<file path="src/rtl/mem_port_arbiter.sv">
// Round-robin arbiter sharing one memory port between instruction fetch and load/store.
// One transaction at a time: IDLE -> ACCESS (MEM_LATENCY+1 cycles) -> RESP (done pulse).
module mem_port_arbiter #(
  parameter int ADDR_W      = 32,
  parameter int DATA_W      = 32,
  parameter int MEM_LATENCY = 1
) (
  input  logic                clk,
  input  logic                reset,
  input  logic                if_req,
  input  logic [ADDR_W-1:0]   if_addr,
  output logic [DATA_W-1:0]   if_rdata,
  output logic                if_done,
  input  logic                d_req,
  input  logic                d_we,
  input  logic [ADDR_W-1:0]   d_addr,
  input  logic [DATA_W-1:0]   d_wdata,
  input  logic [DATA_W/8-1:0] d_wstrb,
  output logic [DATA_W-1:0]   d_rdata,
  output logic                d_done,
  output logic                mem_en,
  output logic                mem_we,
  output logic [ADDR_W-1:0]   mem_addr,
  output logic [DATA_W-1:0]   mem_wdata,
  output logic [DATA_W/8-1:0] mem_wstrb,
  input  logic [DATA_W-1:0]   mem_rdata,
  output logic                busy
);

  localparam int STRB_W = DATA_W / 8;
  localparam int CNT_W  = (MEM_LATENCY < 1) ? 1 : $clog2(MEM_LATENCY + 1);
  localparam logic [CNT_W-1:0] LAST_CNT = CNT_W'(MEM_LATENCY);

  typedef enum logic [1:0] {
    IDLE   = 2'd0,
    ACCESS = 2'd1,
    RESP   = 2'd2
  } ArbState;

  typedef enum logic {
    PORT_IF = 1'b0,
    PORT_D  = 1'b1
  } PortSel;

  ArbState             r_state;
  ArbState             w_stateNext;
  PortSel              r_lastGrant;
  PortSel              r_grant;
  PortSel              w_grantPort;
  logic                w_grantValid;
  logic [ADDR_W-1:0]   r_addr;
  logic                r_we;
  logic [DATA_W-1:0]   r_wdata;
  logic [STRB_W-1:0]   r_wstrb;
  logic [CNT_W-1:0]    r_cnt;
  logic [DATA_W-1:0]   r_capture;

  // On a tie the port that did not win last time gets the memory.
  always_comb begin
    w_grantValid = if_req | d_req;
    w_grantPort  = PORT_IF;
    if (if_req && d_req) begin
      w_grantPort = (r_lastGrant == PORT_IF) ? PORT_D : PORT_IF;
    end else if (d_req) begin
      w_grantPort = PORT_D;
    end
  end

  always_ff @(posedge clk) begin
    if (reset) begin
      r_state <= IDLE;
    end else begin
      r_state <= w_stateNext;
    end
  end

  always_comb begin
    w_stateNext = r_state;
    mem_en      = 1'b0;
    mem_we      = 1'b0;
    if_done     = 1'b0;
    d_done      = 1'b0;
    busy        = 1'b0;
    case (r_state)
      IDLE: begin
        if (w_grantValid) begin
          w_stateNext = ACCESS;
        end
      end
      ACCESS: begin
        busy = 1'b1;
        // The strobe fires only in the first ACCESS cycle; the rest just wait out latency.
        if (r_cnt == '0) begin
          mem_en = 1'b1;
          mem_we = r_we;
        end
        if (r_cnt == LAST_CNT) begin
          w_stateNext = RESP;
        end
      end
      RESP: begin
        busy        = 1'b1;
        if_done     = (r_grant == PORT_IF);
        d_done      = (r_grant == PORT_D);
        w_stateNext = IDLE;
      end
      default: begin
        w_stateNext = IDLE;
      end
    endcase
  end

  // Request latch, latency counter and read-data capture.
  always_ff @(posedge clk) begin
    if (reset) begin
      r_lastGrant <= PORT_D;
      r_grant     <= PORT_IF;
      r_addr      <= '0;
      r_we        <= 1'b0;
      r_wdata     <= '0;
      r_wstrb     <= '0;
      r_cnt       <= '0;
      r_capture   <= '0;
    end else begin
      if (r_state == IDLE && w_grantValid) begin
        r_grant     <= w_grantPort;
        r_lastGrant <= w_grantPort;
        r_cnt       <= '0;
        if (w_grantPort == PORT_IF) begin
          r_addr  <= if_addr;
          r_we    <= 1'b0;
          r_wdata <= '0;
          r_wstrb <= '1;
        end else begin
          r_addr  <= d_addr;
          r_we    <= d_we;
          r_wdata <= d_wdata;
          r_wstrb <= d_we ? d_wstrb : {STRB_W{1'b1}};
        end
      end
      if (r_state == ACCESS) begin
        r_cnt <= r_cnt + CNT_W'(1);
        if (r_cnt == LAST_CNT && !r_we) begin
          r_capture <= mem_rdata;
        end
      end
    end
  end

  assign mem_addr  = r_addr;
  assign mem_wdata = r_wdata;
  assign mem_wstrb = r_wstrb;
  assign if_rdata  = r_capture;
  assign d_rdata   = r_capture;

endmodule
</file>
<file path="config.mk">
export PLATFORM = sky130hd
export DESIGN_NAME = mem_port_arbiter
export DESIGN_NICKNAME = d
export VERILOG_FILES = /design/src/rtl/mem_port_arbiter.sv
export SDC_FILE = /design/constraint.sdc
export NUM_CORES = 1
export LEC_CHECK = 0
export CORE_MARGIN = 2
export CORE_UTILIZATION = 36
export CTS_CLUSTER_DIAMETER = 200
export DETAILED_ROUTE_END_ITERATION = 12
export GPL_ROUTABILITY_DRIVEN = 0
export PLACE_DENSITY = 0.85
export SYNTH_ARGS = -nofsm -noshare
export SYNTH_HDL_FRONTEND = slang
export SYNTH_SLANG_ARGS = --single-unit
</file>
<file path="constraint.sdc">
create_clock -name clk -period 2.09 [get_ports clk]
set_input_delay 0.209 -clock clk [delete_from_list [all_inputs] [get_ports clk]]
set_output_delay 0.209 -clock clk [all_outputs]
set_load 0.03 [all_outputs]
</file>
==> results.sh <==
export IMPL_status="completed"
export IMPL_core_area_um2=11000
export IMPL_post_place_cells=826
export IMPL_synth_cells=469
export IMPL_synth_xor_area_frac=0
export IMPL_clock_sinks=106
export IMPL_rows=38
export IMPL_syn_area_per_cell_um2=8.75
export IMPL_clkTransAtPathRegs_ps=80
export IMPL_fin_crit_ps=1940
export IMPL_rsz0062_at_grt="no"
export IMPL_rr_startpoint="r_state[0]"
export IMPL_min_path_type="in -> reg"
export IMPL_die_area_um2=12300
export IMPL_grt_max_degree=37
export IMPL_yosys_area_top_type="dfxtp_1"
export IMPL_synth_area_leaders="dfxtp_1, a21oi_1, nand2_1, a22o_1, buf_4"
export IMPL_dr_pass1_iters=4
export IMPL_power_total_mw=5.78
export IMPL_startpoint_type="register"
export IMPL_area_growth_pct=71.4
export IMPL_reg2reg_slack_ps=440
export IMPL_grt_antenna_before_repair=0
export IMPL_hold_depth=3
export IMPL_timing_rr_end="mem_addr[6]"
export IMPL_final_setup_tns_ps=0
export IMPL_drive_gt1_frac=0.0527
export IMPL_min_from="if_addr[8]"
export IMPL_die_y_um=111
export IMPL_slew_headroom=0.752
export IMPL_synth_compound_area_frac=0.258
export IMPL_fin_skew_ps=8.45
export IMPL_synth_top_area_share=0.517
export IMPL_synth_warnings=0
export IMPL_drv_cap=0
export IMPL_path_class="reg -> out"
export IMPL_power_density_nw_per_um2=822
export IMPL_synth_top_family_by_area="compound AO/OA/AOI/OAI gates"
export IMPL_grt_pass1_wl_mm=21.8
export IMPL_cts_htree_levels=3
export IMPL_path_max_fanout=3
export IMPL_final_cells=842
export IMPL_clock_latency_ps=340
export IMPL_crit_arrival_ps=1730
export IMPL_cts_tree="built"
export IMPL_max_freq_mhz=516
export IMPL_wl_per_cell_um=16.2
export IMPL_synth_mux_area_frac=0
export IMPL_fin_crit_sh=0.927
export IMPL_portBuffers=273
export IMPL_cp_required_ps=1880
export IMPL_leakage_nw=2.63
export IMPL_yosys_area_share_simple=0.110
export IMPL_tightest_slew_ps=374
export IMPL_setup_viol=0
export IMPL_drt_wl_total_mm=13.7
export IMPL_clockBufferDepth=2
export IMPL_ys_ff_latch=106
export IMPL_min_to="mem_addr[8]"
export IMPL_vias_per_cell=5.09
export IMPL_grt_use_total=0.216
export IMPL_rr_worst_depth=6
export IMPL_ios=274
export IMPL_drv_slew=0
export IMPL_cts_buffers=9
export IMPL_ys_seq_area_frac=0.517
export IMPL_ant_nets=0
export IMPL_die_x_um=111
export IMPL_start_util=0.374
export IMPL_num_vias=4287
export IMPL_ir_worst_vdd_mv=0.466
export IMPL_final_hold_viol_count=0
export IMPL_post_cts_buffers=0
export IMPL_end_kind="output port"
export IMPL_drc=0
export IMPL_drt_iter0_drc=228
export IMPL_cts_root_buf="clkbuf_16"
export IMPL_grt_pass1_vias=4337
export IMPL_synthAdderAreaFrac=0.00915
export IMPL_synthesis_nets=609
export IMPL_antenna_cells=0
export IMPL_hpwl_mm=10.4
export IMPL_overflow=0
export IMPL_syn_area_um2=4100
export IMPL_synth_cell_type_count=31
export IMPL_nets=837
==> state kept, by name, indices dropped and copies added, names as in the netlist <==
name	count
mem_addr	32
r_we	1
r_grant	1
r_cnt	1
r_lastGrant	1
d_rdata	32
r_state	2
mem_wstrb	4
mem_wdata	32
==> what timing repair did <==
action	in CTS	in global routing
setup endpoints to repair	2	0
hold buffers	0	0
resized for setup	2	0
==> synthesized netlist by cell type, drive strengths merged <==
cell      n
a211oi    1
a21bo     1
a21boi    1
a21oi    99
a221oi    1
a22o     33
a22oi     1
and2      2
and3      1
and3b     1
buf      48
clkbuf   20
dfxtp   106
ha        3
inv       6
nand2    96
nand2b    1
nand3     2
nand3b    1
nor2      2
nor2b     1
nor3      1
o21a      1
o21ai    35
o221a     4
or3b      1
==> layout by cell type, fill, tap and decap left out, types with 2 or more instances in the layout <==
master	n
and2_1	2
a21oi_1	99
dlygate4sd2_1	2
o221a_2	4
nand3_1	2
buf_4	9
clkdlybuf4s50_1	271
o21ai_0	34
a22o_1	33
inv_1	6
dfxtp_1	106
ha_1	3
inv_6	2
nand2_1	96
clkbuf_16	9
buf_12	3
clkinvlp_4	2
==> metrics by stage <==
stage                util  cell area (um2)  setup slack, ps  hold slack (ps)
floorplan               -             4100              609              342
global placement    0.613             6730              330              454
detailed placement  0.613             6730              290              458
CTS                 0.640             7030              135              404
global route        0.640             7030             48.8              415
finish              0.640             7030              152              412
==> critical path, cell delays in order, from the launching register on <==
cell             delay, ps
dfxtp_1                350
inv_1                   70
ha_1                   280
clkdlybuf4s50_1        690
==> cell families (layout without fill, tap and decap cells) <==
kind of cell / after synthesis / count (layout)
buf+inv: 74 / 307
compound gates: 177 / 177
simple gates: 109 / 109
flops: 106 / 106
fa+ha+maj: 3 / 3
==> power by group <==
| part | internal (mW) | switching (mW) | total [mW] |
|---|---|---|---|
| registers | 2.22 | 0.114 | 2.33 |
| logic | 0.791 | 0.954 | 1.74 |
| clock network | 0.938 | 0.769 | 1.71 |
| total | 3.95 | 1.84 | 5.78 |
==> routing by layer <==
layer / share of wire / vias up / track usage
met1: 0.38 / 1981 / 0.232
met2: 0.51 / 237 / 0.393
met3: 0.082 / 40 / 0.0580
li1: - / 2029 / -
met4: 0.037 / 0 / 0.0983
met5: 0 / - / 0
==> final cells by class <==
class	count	area, um2
multi-input cells	289	1550
flip-flops and latches	106	2120
inverters	6	22.5
repair buffers	285	2860
clock buffers	9	225
well taps	140	175
clock inverters	7	76.3
fillers	876	3950
==> how the worst max path moves through the flow <==
stage,depth (start not counted),startpoint,to,slack (ps)
CTS,4,r_state[0],if_done,130
global placement,6,r_state[1],mem_we,330
detailed placement,6,r_state[1],mem_we,290
finish,3,r_state[1],busy,150
floorplan,8,r_state[0],mem_wdata[0],610
global route,4,r_state[0],if_done,50
No activity file was read; power rests on OpenSTA's default activity.
